$ cat config.mk
export PLATFORM = sky130hd
export DESIGN_NAME = shift_seq_ctrl
export DESIGN_NICKNAME = d
export VERILOG_FILES = /design/src/rtl/shift_pkg.sv /design/src/rtl/shift_seq_ctrl.sv
export SDC_FILE = /design/constraint.sdc
export NUM_CORES = 1
export LEC_CHECK = 0
export ABC_CLOCK_PERIOD_IN_PS = 1500
export CAP_MARGIN = 25
export CORE_ASPECT_RATIO = 1.4
export CORE_MARGIN = 5
export CORE_UTILIZATION = 43
export DETAILED_ROUTE_END_ITERATION = 6
export PLACE_DENSITY = 0.78
export SYNTH_ARGS = -nofsm -noshare
export SYNTH_HDL_FRONTEND = slang
export SYNTH_SLANG_ARGS = --single-unit
$ cat constraint.sdc
create_clock -name clk -period 1.5 [get_ports clk]
set_input_delay 0.3 -clock clk [delete_from_list [all_inputs] [get_ports clk]]
set_output_delay 0.3 -clock clk [all_outputs]
set_load 0.02 [all_outputs]
$ cat src/rtl/shift_pkg.sv
// Shared types for the load/shift register command sequencer.
// Op encodings, controller states and default datapath sizes.
package shift_pkg;

   localparam int SHIFT_WIDTH = 4;
   localparam int SHIFT_CNT_W = 3;

   typedef enum logic [1:0] {
      SHIFT_OP_LOAD     = 2'b00,
      SHIFT_OP_SHR      = 2'b01,
      SHIFT_OP_SHL      = 2'b10,
      SHIFT_OP_LOAD_SHL = 2'b11
   } shift_op_t;

   typedef enum logic [1:0] {
      ST_IDLE  = 2'b00,
      ST_LOAD  = 2'b01,
      ST_SHIFT = 2'b10,
      ST_DONE  = 2'b11
   } shift_state_t;

   function automatic logic op_loads(input shift_op_t op);
      return (op == SHIFT_OP_LOAD) || (op == SHIFT_OP_LOAD_SHL);
   endfunction

endpackage

$ cat src/rtl/shift_seq_ctrl.sv
// Command sequencer driving a load/shift register one control per cycle.
// Register controls are Moore outputs decoded from the state register.
module shift_seq_ctrl
   import shift_pkg::*;
#(
   parameter int WIDTH = SHIFT_WIDTH,
   parameter int CNT_W = SHIFT_CNT_W
) (
   input  logic             clk,
   input  logic             rst,
   input  logic             cmd_valid,
   output logic             cmd_ready,
   input  shift_op_t        cmd_op,
   input  logic [WIDTH-1:0] cmd_data,
   input  logic [CNT_W-1:0] cmd_cnt,
   input  logic             abort,
   output logic             reg_ld,
   output logic             reg_s_cnt,
   output logic             reg_sr,
   output logic             reg_sl,
   output logic [WIDTH-1:0] reg_d_in,
   input  logic [WIDTH-1:0] reg_q,
   output logic             done,
   output logic             aborted,
   output logic [WIDTH-1:0] result
);

   shift_state_t     state_q, state_d;
   shift_op_t        op_q;
   logic [WIDTH-1:0] data_q;
   logic [CNT_W-1:0] cnt_q, cnt_d;
   logic             abrt_q, abrt_d;
   logic [WIDTH-1:0] result_q;
   logic             accept;

   assign cmd_ready = (state_q == ST_IDLE);
   assign accept    = cmd_valid && cmd_ready;

   always_ff @(posedge clk or posedge rst) begin
      if (rst) begin
         state_q <= ST_IDLE;
         cnt_q   <= '0;
         abrt_q  <= 1'b0;
      end else begin
         state_q <= state_d;
         cnt_q   <= cnt_d;
         abrt_q  <= abrt_d;
      end
   end

   always_ff @(posedge clk or posedge rst) begin
      if (rst) begin
         op_q   <= SHIFT_OP_LOAD;
         data_q <= '0;
      end else if (accept) begin
         op_q   <= cmd_op;
         data_q <= cmd_data;
      end
   end

   always_comb begin
      state_d = state_q;
      cnt_d   = cnt_q;
      abrt_d  = abrt_q;
      unique case (state_q)
         ST_IDLE: begin
            abrt_d = 1'b0;
            if (cmd_valid) begin
               cnt_d = cmd_cnt;
               if (op_loads(cmd_op))
                  state_d = ST_LOAD;
               else if (cmd_cnt != '0)
                  state_d = ST_SHIFT;
               else
                  state_d = ST_DONE;
            end
         end
         ST_LOAD: begin
            if (op_q == SHIFT_OP_LOAD_SHL && cnt_q != '0)
               state_d = ST_SHIFT;
            else
               state_d = ST_DONE;
         end
         ST_SHIFT: begin
            cnt_d = cnt_q - CNT_W'(1);
            // an abort on the final shift is not a truncation
            if (cnt_q == CNT_W'(1)) begin
               state_d = ST_DONE;
            end else if (abort) begin
               abrt_d  = 1'b1;
               state_d = ST_DONE;
            end
         end
         ST_DONE: begin
            state_d = ST_IDLE;
         end
         default: begin
            state_d = ST_IDLE;
         end
      endcase
   end

   always_comb begin
      reg_ld    = 1'b0;
      reg_s_cnt = 1'b0;
      reg_sr    = 1'b0;
      reg_sl    = 1'b0;
      reg_d_in  = '0;
      done      = 1'b0;
      aborted   = 1'b0;
      unique case (state_q)
         ST_LOAD: begin
            reg_ld   = 1'b1;
            reg_d_in = data_q;
         end
         ST_SHIFT: begin
            reg_s_cnt = 1'b1;
            reg_sr    = (op_q == SHIFT_OP_SHR);
            reg_sl    = (op_q != SHIFT_OP_SHR);
         end
         ST_DONE: begin
            done    = 1'b1;
            aborted = abrt_q;
         end
         default: ;
      endcase
   end

   // The register settles on the edge entering DONE, so reg_q is final there.
   always_ff @(posedge clk or posedge rst) begin
      if (rst)
         result_q <= '0;
      else if (state_q == ST_DONE)
         result_q <= reg_q;
   end

   assign result = (state_q == ST_DONE) ? reg_q : result_q;

endmodule
; ---- Word-level counts from Yosys, hierarchy flattened
; Cells that the tools add are included.
[classes]
add_sub_neg = 1
eq_ne = 12
mux = 20
n_reduce_logical = 11
[op_table]
columns = operator, n
row1 = $mux 1, 10
row2 = $eq 2x2->1 const B, 4
row3 = $mux 2, 4
row4 = $mux 4, 2
row5 = $pmux 2 s4, 1
row6 = $ne 2x2->1 const B, 3
row7 = $pmux 3 s2, 1
row8 = $reduce_bool 3->1, 2
row9 = $eq 2x1->1 const B, 2
row10 = $logic_not 2->1, 2
row11 = $reduce_and 2->1, 2
row12 = $eq 3x1->1 const B, 1
row13 = $mux 3, 1
row14 = $ne 3x3->1 const B, 1
row15 = $reduce_and 3->1, 1
row16 = $sub 3x1->3 const B, 1
row17 = $logic_and 1x1->1, 2
row18 = $ne 2x1->1 const B, 1
row19 = $pmux 1 s2, 1
row20 = $reduce_bool 2->1, 1
row21 = $logic_or 1x1->1, 1
[totals]
register_bits = 16
out_inout_bits = 15
input_bits = 17

; ---- Depth between registers and ports, before layout
; Gate-level depths: netlist of run 1.
[logic_depth]
ltp_word = 5
ltp_mapped = 7
depth_no_buf = 6

; ---- Worst setup path before layout of run 1
; Ideal clock, no wire load.
[synth_timing]
path_kind = reg-to-output
from = register state_q[0]
to = output port reg_sl
path_slack_ns = -0.281
arrival_time_ns = 1.481
t_required_ns = 1.200
path_buffers = 1
stages_incl_launch_ff = 5
path_cell_list = dfrtp_1 inv_1 ha_1 clkbuf_2 a21boi_0
[synth_via]
elab_chain_len = 2
[synth_lines]
columns = element, line
row1 = "start, declared", shift_seq_ctrl.sv:28  ; shift_state_t state_q, state_d;
row2 = "start signal, assigned", shift_seq_ctrl.sv:45  ; state_q <= state_d;
row3 = $eq 2x2->1, shift_seq_ctrl.sv:111  ; unique case (state_q)
row4 = $mux 1, shift_seq_ctrl.sv:111
row5 = "end, declared", shift_seq_ctrl.sv:20  ; output logic reg_sl,
; Every way passes these cells.

; ---- Worst setup path in the final report of run 1
[layout_timing]
from = register state_q[0]
to = output port result[2]
[layout_via]
elab_chain_len = 2
[layout_lines]
columns = element, line
row1 = $eq 2x2->1, shift_seq_ctrl.sv:137  ; assign result = (state_q == ST_DONE) ? reg_q : result_q;
row2 = $mux 4, shift_seq_ctrl.sv:137
row3 = "end, declared", shift_seq_ctrl.sv:25  ; output logic [WIDTH-1:0] result
; Every way passes these cells.

==> out/metrics.csv, run 1 <==
stage,metric,value,unit
place,post_dp_cell_area,1310,sq um
global_route,grt_pass1_vias,744,
sta,timing.final.crit_share,1.12,
sta,hold_violations,0,
detailed_routing,route.antenna.remaining_nets,0,
cts,post_cts_setup_buffer_count,0,
cells_and_area,regArea,400,sq um
cts,ctsLongestPathBuffers,2,
place,post-place-cells,141,
global_route,initial_antenna_violation_count,0,
pwr,totalPowerFinal,3.11,mW
cells_and_area,drive_gt1_frac,0.452,
pwr,p_per_area,2200,nW/um^2
cells_and_area,fillerInstances,149,
outcome,status,finished with violations,
critical_path,reg2reg_slack,-0.10,ns
floorplanning,floorplan.die.width,48.3,um
yosys,ys_warn_count,0,
detailed_routing,routed_wire_length_per_instance,14.0,um
place,gp_routability_congestion,0.780,
sta,final.setup_skew,0.00749,ns
floorplanning,floorplan.core_area,1970,sq um
floorplanning,floorplan.die_area,3080,sq um
cts,clkSinkCount,16,
yosys,synthesis.area,885,sq um
cts,cts_stage_hold_buffer_count,0,
detailed_routing,detail_route.wirelength,2030,um
critical_path,cp-start-kind,flip-flop,
floorplanning,top_ports,32,
critical_path,timing.critical_path.slowest_stage_cell,sky130_fd_sc_hd__dfrtp_1,
yosys,postSynthAreaPerCell,11.2,sq um
place,place_hpwl,1580,um
sta,period_needed,1.69,ns
detailed_routing,detail_route.first_pass.iterations,4,
sta,drv_slew,0,
job,maxCapViolations,0,
floorplanning,chipHeight,63.7,um
critical_path,reg2reg_depth,7,
cells_and_area,final_core_utilization,0.717,
critical_path,cp-end-kind,output pin,
critical_path,path_class,reg2out,
pwr,max-vdd-ir-drop,1220,uV
critical_path,r2r_path_start,state_q[1],
yosys,synth_fp_nets,103,
sta,final.setup.worst_slack,-0.186,ns
sta,rsz0062_at_grt,true,
outcome,violations,setup timing,
yosys,postSynthRegisterBits,16,
cts,clock-root-buffer,sky130_fd_sc_hd__clkbuf_4,
critical_path,cp-endpoint,result[2],
critical_path,cp-startpoint,state_q[0],
cts,ctsHtreeMaxLevel,1,
cells_and_area,multiInputGateArea,517,sq um
worst_hold_path,path_class_of_the_lowest_slack_min_delay_path,in2async,
yosys,post_synth_main_area_contributors,"sky130_fd_sc_hd__dfrtp_1, sky130_fd_sc_hd__mux2_2, sky130_fd_sc_hd__ha_1",
sta,worst_pin_slew,0.215,ns
cts,clk_transition_reported_paths,0.10,ns
sta,max_freq,0.593,GHz
yosys,synth_top_area_share,0.453,
global_route,gr-usage-all-layers,0.144,
floorplanning,placement_rows,19,
floorplanning,initial_utilization,0.448,
global_route,grt_pass1_wl,3500,um
sta,timing.final.setup_violations,23,
cells_and_area,finish.instance_area,1410,sq um
global_route,grt_max_degree,17,
yosys,synth_cell_type_count,24,
cells_and_area,stdcell_count,145,
cells_and_area,insertedDiodeCount,0,
critical_path,crit_required,1.20,ns
detailed_routing,route.detailed.drc,0,
place,io_buf_count,31,
detailed_routing,first_iter_violations,16,
sta,relSlewSlack,0.855,
cts,insertion_delay,0.29,ns
global_route,globalRouteOverflowTotal,0,
cts,clock_tree_from_tritoncts,built,
sta,hold_ws,0.326,ns
detailed_routing,detailroute.via_count,732,
critical_path,timing.critical_path.cells,ha_4 -> mux2_4 -> buf_6,
yosys,share_of_the_yosys_chip_area_belonging_to_registers,0.453,
detailed_routing,routed_via_density,5.05,
yosys,synth_cells,79,
cells_and_area,nNetsFinal,149,
cts,cts_buffers,3,
pwr,leakage_power_of_the_design,0.673,nW
critical_path,critPathArrivalTime,1.39,ns
critical_path,delay_of_the_slowest_critical_path_stage,0.44,ns
critical_path,worst_r2r_endpoint,state_q[0],
critical_path,path_max_fanout,6,
yosys,synth.largest_area_cell,sky130_fd_sc_hd__dfrtp_1,
cells_and_area,syn_to_final_growth,59.8,%
[logic make-up after synthesis]
group | synth area share
AOI/OAI and AO/OA | 0.100
xor gates and xnor gates | 0.00990
buffers and inverters | 0.0523
muxes | 0.163
and+or+nand+nor | 0.123
DFF | 0.453
adders and majority gates | 0.0990
[layout by cell type, fill, tap and decap left out, drive strengths merged]
master / netlist / final
nand2: 4 / 4
nand3b: 1 / 1
dfrtp: 16 / 16
inv: 8 / 8
and2: 5 / 5
a21oi: 5 / 5
nand2b: 2 / 2
ha: 7 / 7
mux2: 11 / 11
dlygate4sd2: 0 / 1
clkdlybuf4s50: 0 / 16
and3: 2 / 2
o311a: 1 / 1
nor2: 3 / 3
o21ai: 3 / 3
buf: 1 / 26
o211ai: 2 / 2
mux2i: 2 / 2
clkbuf: 1 / 4
a2bb2oi: 1 / 1
nand4b: 1 / 1
o31ai: 1 / 1
a21boi: 1 / 1
xor2: 1 / 1
[critical path, delay by kind of cell, from the launching register on]
| family | cells | cell delay (ns) |
|---|---|---|
| flip-flops | 1 | 0.44 |
| multiplexers | 1 | 0.31 |
| adder cells (fa/ha/maj) | 1 | 0.21 |
| buffers and inverters | 1 | 0.13 |
[layer usage]
metal  track usage  vias up  part of all wire
met4        0.0727        0             0.022
met2         0.257       12              0.57
li1              -      361                 -
met3        0.0259        5             0.039
met1         0.157      354              0.36
met5             0        -                 0
[timing repair]
item,4_1_cts,5_1_grt
setup endpoints to repair,23,26
pin swaps,2,0
resized for setup,96,2
[cell type report]
class / instances / share of cell area
well taps: 21 / 0.0186
repair buffers: 43 / 0.286
flip-flops and latches: 16 / 0.283
clock buffers: 4 / 0.0257
inverters: 8 / 0.0212
multi-input cells: 53 / 0.365
[metrics by stage]
| stage | TNS, ns | setup slack, ns |
|---|---|---|
| 3_3_place_gp | -3.67 | -0.330 |
| 2_1_floorplan | 0 | 0.000335 |
| 3_5_place_dp | -3.91 | -0.359 |
| 6_report | -2.20 | -0.186 |
| 4_1_cts | -2.27 | -0.191 |
| 5_1_grt | -3.82 | -0.235 |
[power by group]
part           switching, mW  leakage, nW  internal (mW)
Clock                  0.143       0.0210          0.148
Combinational          0.920        0.461           1.10
Sequential             0.142        0.191          0.657
Total                   1.20        0.673           1.90
[worst min path at each step]
stage	end	slack, ns
CTS	op_q[0]	0.31
detailed placement	data_q[3]	0.49
floorplan	abrt_q	0.21
global placement	data_q[2]	0.48
finish	cnt_q[0]	0.33
global route	cnt_q[0]	0.35
[cells in the mapped netlist]
| library cell | count |
|---|---|
| sky130_fd_sc_hd__o311a_1 | 1 |
| sky130_fd_sc_hd__a21oi_1 | 5 |
| sky130_fd_sc_hd__a2bb2oi_1 | 1 |
| sky130_fd_sc_hd__inv_1 | 8 |
| sky130_fd_sc_hd__nor2_1 | 3 |
| sky130_fd_sc_hd__and3_1 | 2 |
| sky130_fd_sc_hd__mux2_2 | 11 |
| sky130_fd_sc_hd__and2_1 | 5 |
| sky130_fd_sc_hd__nand2_1 | 3 |
| sky130_fd_sc_hd__nand2b_4 | 1 |
| sky130_fd_sc_hd__a21boi_0 | 1 |
| sky130_fd_sc_hd__o31ai_1 | 1 |
| sky130_fd_sc_hd__ha_1 | 7 |
| sky130_fd_sc_hd__o211ai_1 | 2 |
| sky130_fd_sc_hd__o21ai_0 | 3 |
| sky130_fd_sc_hd__nand3b_1 | 1 |
| sky130_fd_sc_hd__buf_6 | 1 |
| sky130_fd_sc_hd__clkbuf_2 | 1 |
| sky130_fd_sc_hd__dfrtp_1 | 16 |
| sky130_fd_sc_hd__nand2_2 | 1 |
| sky130_fd_sc_hd__mux2i_1 | 2 |
| sky130_fd_sc_hd__xor2_1 | 1 |
| sky130_fd_sc_hd__nand2b_1 | 1 |
| sky130_fd_sc_hd__nand4b_1 | 1 |
[sequential cells by signal, summed over array words and instances, names as in the netlist]
name	cells
abrt_q	1
cnt_q	3
data_q	4
op_q	2
result_q	4
state_q	2
No activity file was read; power rests on OpenSTA's default activity.
==> inputs of run 2 (changes only) <==
--- a/config.mk
+++ b/config.mk
@@ -10,8 +10,10 @@
 export CORE_ASPECT_RATIO = 1.4
 export CORE_MARGIN = 5
 export CORE_UTILIZATION = 43
+export CTS_CLUSTER_SIZE = 30
 export DETAILED_ROUTE_END_ITERATION = 6
 export PLACE_DENSITY = 0.78
+export RECOVER_POWER = 25
 export SYNTH_ARGS = -nofsm -noshare
 export SYNTH_HDL_FRONTEND = slang
 export SYNTH_SLANG_ARGS = --single-unit
==> run 2 against run 1 <==
The run still ends with setup timing left. Critical endpoint unchanged. Critical path depth did not move. Count of clock-buffer cells in the layout did not move. Utilization is 0.19 points lower. Critical path type unchanged.
==> out/metrics.csv, run 2 (synthesis results as in run 1) <==
stage,metric,value,unit
outcome,status,finished with violations,
outcome,violations,setup timing,
cells_and_area,regArea,400,sq um
worst_hold_path,hold_path_cells,1,
cts,cts_buffers,3,
sta,final.setup.worst_slack,-0.189,ns
floorplanning,placement_rows,19,
cells_and_area,multiInputGateArea,517,sq um
sta,timing.final.crit_share,1.13,
detailed_routing,first_iter_violations,13,
worst_hold_path,path_class_of_the_lowest_slack_min_delay_path,reg2reg,
detailed_routing,routed_via_density,5.05,
sta,hold_violations,0,
global_route,gr-usage-all-layers,0.144,
cts,ctsHtreeMaxLevel,1,
cells_and_area,most-common-layout-cells,"sky130_fd_sc_hd__dfrtp_1, sky130_fd_sc_hd__clkdlybuf4s50_1, sky130_fd_sc_hd__buf_6",
sta,finalSetupTns,-2.22,ns
sta,rsz0062_at_grt,true,
critical_path,reg2reg_depth,7,
place,post_dp_cell_area,1310,sq um
detailed_routing,detail_route.wirelength,2010,um
cts,clkSinkCount,16,
critical_path,timing.critical_path.slowest_stage_cell,sky130_fd_sc_hd__dfrtp_1,
pwr,totalPowerFinal,3.11,mW
sta,timing.final.setup_violations,23,
pwr,p_per_area,2200,nW/um^2
cts,clock-root-buffer,sky130_fd_sc_hd__clkbuf_4,
sta,final.setup_skew,0.00527,ns
cells_and_area,layout_top_registers,"data_q: 4 flops, result_q: 4 flops, cnt_q: 3 flops",
critical_path,r2r_path_start,state_q[1],
cells_and_area,nNetsFinal,149,
sta,period_needed,1.69,ns
floorplanning,floorplan.die.width,48.3,um
critical_path,worst_r2r_endpoint,state_q[0],
sta,relSlewSlack,0.424,
cts,ctsLongestPathBuffers,2,
detailed_routing,detailroute.via_count,732,
detailed_routing,routed_wire_length_per_instance,13.8,um
detailed_routing,detail_route.first_pass.iterations,4,
critical_path,reg2reg_slack,-0.10,ns
sta,worst_pin_slew,0.865,ns
cts,cts_stage_hold_buffer_count,0,
place,gp_routability_congestion,0.780,
global_route,globalRouteOverflowTotal,0,
global_route,initial_antenna_violation_count,0,
detailed_routing,route.antenna.remaining_nets,0,
global_route,grt_max_degree,17,
place,io_buf_count,31,
critical_path,path_class,reg2out,
floorplanning,initial_utilization,0.448,
cells_and_area,insertedDiodeCount,0,
cts,clk_transition_reported_paths,0.09,ns
detailed_routing,route.detailed.drc,0,
worst_hold_path,min-delay-start,result_q[3],
critical_path,cp-end-kind,output pin,
critical_path,crit_required,1.20,ns
cells_and_area,drive_gt1_frac,0.444,
critical_path,critPathArrivalTime,1.39,ns
floorplanning,floorplan.die_area,3080,sq um
cells_and_area,layout.cells.most_common,sky130_fd_sc_hd__dfrtp_1,
floorplanning,floorplan.core_area,1970,sq um
place,place_hpwl,1580,um
worst_hold_path,whs_endpoint,result_q[3],
job,maxCapViolations,0,
cts,clock_tree_from_tritoncts,built,
critical_path,timing.critical_path.cells,ha_4 -> mux2_4 -> buf_6,
cts,insertion_delay,0.29,ns
floorplanning,chipHeight,63.7,um
sta,drv_slew,0,
cells_and_area,finish.instance_area,1410,sq um
cells_and_area,fillerInstances,151,
pwr,max-vdd-ir-drop,1220,uV
critical_path,path_max_fanout,6,
critical_path,delay_of_the_slowest_critical_path_stage,0.44,ns
place,place_worst_setup_slack,-0.359,ns
sta,max_freq,0.592,GHz
cells_and_area,syn_to_final_growth,59.4,%
pwr,leakage_power_of_the_design,0.670,nW
global_route,grt_pass1_wl,3500,um
global_route,grt_pass1_vias,744,
floorplanning,top_ports,32,
critical_path,cp-start-kind,flip-flop,
## run 2: what timing repair did
| action | CTS | global route |
|---|---|---|
| setup endpoints to repair | 23 | 26 |
| gates cloned | 0 | 0 |
| buffers inserted | 0 | 0 |
| gates resized for setup | 96 | 2 |
| pin swaps | 2 | 0 |
## run 2: stage by stage
stage	hold WS [ns]	std cells	utilization
6_report	0.515	145	0.715
5_1_grt	0.528	145	0.715
4_1_cts	0.309	145	0.715
3_5_place_dp	0.487	141	0.666
3_3_place_gp	0.479	141	0.666
2_1_floorplan	0.214	79	-
## run 2: per-layer routing
| metal | GRT usage | vias to the layer above | wire length, um |
|---|---|---|---|
| met5 | 0 | - | 0 |
| met4 | 0.0727 | 0 | 44 |
| met3 | 0.0259 | 5 | 81 |
| met2 | 0.257 | 12 | 1130 |
| met1 | 0.157 | 354 | 753 |
| li1 | - | 361 | - |
## run 2: how the worst max path moves through the flow
stage	to	slack (ns)	from
6_report	result[2]	-0.19	state_q[0]
5_1_grt	result[1]	-0.23	state_q[0]
4_1_cts	result[2]	-0.19	state_q[1]
3_5_place_dp	result[2]	-0.36	state_q[1]
3_3_place_gp	result[2]	-0.33	state_q[0]
2_1_floorplan	state_q[0]	0.0003	state_q[0]
## run 2: worst max-delay path, delay by kind of cell (launching register included)
family,cells,cell delay [ns]
buffers and inverters,1,0.13
adders and majority gates,1,0.21
muxes,1,0.31
DFF,1,0.44
## run 2: power by group
group	internal, mW	leakage [nW]	switching [mW]
Clock	0.148	0.0210	0.145
Combinational	1.10	0.458	0.919
Sequential	0.657	0.191	0.142
## run 2: layout make-up
class	count	share of cell area
Tap cell	21	0.0186
Sequential cell	16	0.284
Timing Repair Buffer	43	0.284
Clock buffer	4	0.0257
Multi-Input combinational cell	53	0.366
Inverter	8	0.0213
==> inputs of run 3 (changes only) <==
--- a/config.mk
+++ b/config.mk
@@ -14,6 +14,7 @@
 export DETAILED_ROUTE_END_ITERATION = 6
 export PLACE_DENSITY = 0.78
 export RECOVER_POWER = 25
+export SLEW_MARGIN = 20
 export SYNTH_ARGS = -nofsm -noshare
 export SYNTH_HDL_FRONTEND = slang
 export SYNTH_SLANG_ARGS = --single-unit
==> results of run 3 <==
Same layout as run 2: the final DEF is identical, and so are final timing and power.
==> edit 1 (flow settings as in run 2) <==
Encoding of `shift_state_t`: now one-hot (4 bits for 4 states).
--- a/src/rtl/shift_pkg.sv
+++ b/src/rtl/shift_pkg.sv
@@ -12,11 +12,11 @@
       SHIFT_OP_LOAD_SHL = 2'b11
    } shift_op_t;
 
-   typedef enum logic [1:0] {
-      ST_IDLE  = 2'b00,
-      ST_LOAD  = 2'b01,
-      ST_SHIFT = 2'b10,
-      ST_DONE  = 2'b11
+   typedef enum logic [3:0] {
+      ST_IDLE  = 4'b0001,
+      ST_LOAD  = 4'b0010,
+      ST_SHIFT = 4'b0100,
+      ST_DONE  = 4'b1000
    } shift_state_t;
 
    function automatic logic op_loads(input shift_op_t op);
Function: no difference found for any inputs over 10 cycles, from zero or initial values and one cycle with rst high; not proved beyond that.
==> edit 1 against run 2 <==
The run still ends with negative setup slack left. Sequential cell count grew 2. Core utilization grew 12 points. Worst setup slack lost 0.43 ns. Die area grew 6.2%. Design area grew 27%. Area after synthesis grew 7.6%. Routed wire length grew 85%. Power shrank 2.8%. Synthesized cell count grew 1.3%. Register-to-register slack lost 0.31 ns. Worst hold slack gained 0.0020 ns. Critical endpoint is now reg_sr.
==> edit 1: results <==
{
  "status": "complete, but fails checks",
  "violations": "negative setup slack",
  "reg_top3": "data_q x4, result_q x4, state_q x4",
  "synth_common_cells": "17 x dfrtp_1, 7 x inv_1, 7 x mux2_1",
  "ys_top_cells_by_area": "dfrtp_1 45%, mux2_1 8.3%, ha_1 3.9%",
  "worst_path_max_delay_cell": "or4b_4",
  "rr_worst_depth": 5,
  "path_max_fanout": 3,
  "crit_arrival_ns": 1.82,
  "p_comb_mw": 1.86,
  "avgRoutedWirePerCell_um": 22.3,
  "clock_latency_ns": 0.32,
  "power_leakage_nw": 0.833,
  "fillers": 121,
  "path_clk_slew_ns": 0.11,
  "synth-async-reset-ratio_pct": 100,
  "setup_ws_ns": -0.618,
  "grt_max_degree": 19,
  "cpPeakStageDelay_ns": 0.57,
  "drive_above_1_share_pct": 56.6,
  "fin_skew_ns": 0.00195,
  "p_switching_mw": 1.18,
  "placed_cell_area_sq_um": 1450,
  "firstDrtPassIters": 5,
  "viasPerCell": 5.51,
  "switching_share_pct": 38.9,
  "synth_seq_area_share_pct": 47.4,
  "reg2reg_setup_slack_ns": -0.41,
  "grt_usage_pct": 19.9,
  "min_to": "result_q[0]",
  "cts_buffers": 3,
  "numPortBuffers": 31,
  "worst_pin_slew_ns": 1.05,
  "synthesis.nets": 100,
  "crit_family": "simple AND/OR/NAND/NOR gates",
  "hp-start": "result_q[0]",
  "gp_congestion": 0.736,
  "synth_cell_type_count": 32,
  "drc": 0,
  "hold_depth": 1,
  "seq_power_share_pct": 27.6,
  "grt_pass1_vias": 972,
  "setup-violations-final": 28,
  "worstReg2RegEnd": "state_q[2]",
  "grt_pass1_wl_um": 4850,
  "dp_hpwl_um": 1770,
  "vdd_ir_drop_max_mv": 1.10,
  "drt_iter0_drc": 26,
  "nNetsFinal": 166,
  "hold_ws_ns": 0.517,
  "clock_path_buffers": 2,
  "r2r-start": "state_q[3]",
  "finalSetupTns_ns": -10.61
}
[edit 1: cell count changes in the layout (fill, tap and decap cells not counted), sizes merged, moves of 3 or more]
cell and change:
a21oi -3, a311o +3, buf +19, ha -4
[edit 1: logic make-up after synthesis]
kind of cell,share of synthesized area (%)
AO/OA/AOI/OAI,8.54
XOR/XNOR,0.920
flip-flops,47.4
adder cells (fa/ha/maj),3.94
buffers and inverters,4.86
multiplexers,11.8
AND/OR/NAND/NOR,22.5
[edit 1: cell type report]
class | count | area, sq um | share of cell area, %
Multi-Input combinational cell | 53 | 626 | 34.9
Tap cell | 22 | 27.5 | 1.54
Sequential cell | 18 | 453 | 25.3
Clock buffer | 4 | 36.3 | 2.02
Inverter | 9 | 38.8 | 2.16
Timing Repair Buffer | 61 | 612 | 34.1
[edit 1: metal layers]
layer | global-route usage, % | routed length, um
met2 | 38.4 | 2110
met5 | 0 | 0
met3 | 3.40 | 110
met4 | 8.85 | 98
met1 | 19.9 | 1400
[edit 1: timing repair]
action | in CTS | in global routing
gates cloned | 1 | 0
resized for setup | 113 | 20
buffers inserted | 7 | 4
pin swaps | 6 | 9
endpoints found under the setup margin | 28 | 32
[edit 1: how the worst max path moves through the flow]
stage | cells after the start | end | start
3_3_place_gp | 4 | reg_sr | state_q[1]
4_1_cts | 5 | result[0] | state_q[2]
5_1_grt | 5 | result[0] | state_q[1]
2_1_floorplan | 2 | reg_d_in[0] | state_q[2]
3_5_place_dp | 4 | reg_sr | state_q[1]
6_report | 5 | reg_sr | state_q[3]
[edit 1: stage by stage]
stage               instances  setup WS (ns)
global placement          152         -0.647
finish                    167         -0.618
global route              167         -0.666
floorplan                  80         -0.283
CTS                       164         -0.555
detailed placement        152         -0.660
==> edit 2 (config.mk and constraints of run 2) <==
Without the edit above. Change the package constant `SHIFT_WIDTH` from 4 to 6.
--- a/src/rtl/shift_pkg.sv
+++ b/src/rtl/shift_pkg.sv
@@ -2,7 +2,7 @@
 // Op encodings, controller states and default datapath sizes.
 package shift_pkg;
 
-   localparam int SHIFT_WIDTH = 4;
+   localparam int SHIFT_WIDTH = 6;
    localparam int SHIFT_CNT_W = 3;
 
    typedef enum logic [1:0] {
Ports: changed (resized cmd_data, reg_d_in, reg_q and result); port bits go from 32 to 40. No check against the original RTL was run, so the function may have changed too.
==> edit 2 against run 2 <==
The run still ends with negative setup slack left. Core utilization increased by 11 points. Worst setup slack got worse by 0.054 ns. Clock power increased by 6%. Sequential power increased by 28%. Maximum frequency decreased by 3.1%. Routed wire length increased by 62%. Synthesized cell count increased by 18%. Area after synthesis increased by 18%. Power increased by 47%. Design area increased by 38%. First-iteration DRC count increased by 38%. Sequential cell count increased by 4. Critical path type unchanged. Largest cell class unchanged. Highest routed layer unchanged.
==> edit 2: results <==
{
  "intPower_mw": 2.80,
  "min_to": "result_q[2]",
  "placed_cell_area_sq_um": 1570,
  "synthesis.nets": 121,
  "vdd_ir_drop_max_mv": 1.47,
  "dp_cells": 165,
  "cts_setup_buffers": 6,
  "viasPerCell": 5.34,
  "setup_ws_ns": -0.244,
  "combinationalPowerShare_pct": 70.7,
  "dpl_worst_slack_ns": -0.374,
  "synth_seq_area_share_pct": 48.1,
  "grt_usage_pct": 17.8,
  "firstDrtPassIters": 5,
  "dp_hpwl_um": 1970,
  "grt_max_degree": 21,
  "avgRoutedWirePerCell_um": 18.2,
  "hp-start": "result_q[2]",
  "fillers": 135,
  "violations": "negative setup slack",
  "endpoint": "result[5]",
  "reg_top3": "data_q x6, result_q x6, cnt_q x3",
  "status": "complete, but fails checks",
  "synth_cell_type_count": 27,
  "syn_area_per_cell_sq_um": 11.2,
  "grt_pass1_vias": 951,
  "path_clk_slew_ns": 0.11,
  "nNetsFinal": 185,
  "fin_skew_ns": 0.00278,
  "setup-violations-final": 20,
  "synth_compound_area_share_pct": 8.29,
  "ys_top_cells_by_area": "dfrtp_1 48%, mux2_2 9.7%, ha_1 8.4%",
  "cts-resized-gates": 128,
  "drt_iter0_drc": 18,
  "numPortBuffers": 39,
  "synth_xor_area_share_pct": 0.841,
  "synth_mux_area_share_pct": 17.2,
  "crit_arrival_ns": 1.44
}
edit 2: changes by cell type after synthesis, moves of 2 or more:
cell / run 2 / this run
mux2_1: 0 / 6
dfrtp_1: 16 / 20
nand3_1: 0 / 4
and2_1: 5 / 7
buf_2: 0 / 2
mux2_2: 11 / 9
o21ai_1: 0 / 2
edit 2: area by class of cell:
type | count | area, sq um | share of cell area (%)
multi-input combinational | 63 | 706 | 36.2
inverter | 8 | 30.0 | 1.54
timing repair buffer | 61 | 646 | 33.1
sequential | 20 | 503 | 25.8
tap | 23 | 28.8 | 1.48
clock buffer | 4 | 36.3 | 1.86
edit 2: per-layer routing:
layer / share of wire, % / wire (um) / vias up
met5: 0 / 0 / -
met4: 1.9 / 61 / 0
met3: 5.4 / 177 / 6
met2: 55 / 1780 / 37
met1: 38 / 1230 / 467
li1: - / - / 446
edit 2: critical path: stages, from the launching register on:
cell	delay, ns
dfrtp_2	0.47
ha_4	0.22
mux2_4	0.32
buf_6	0.13
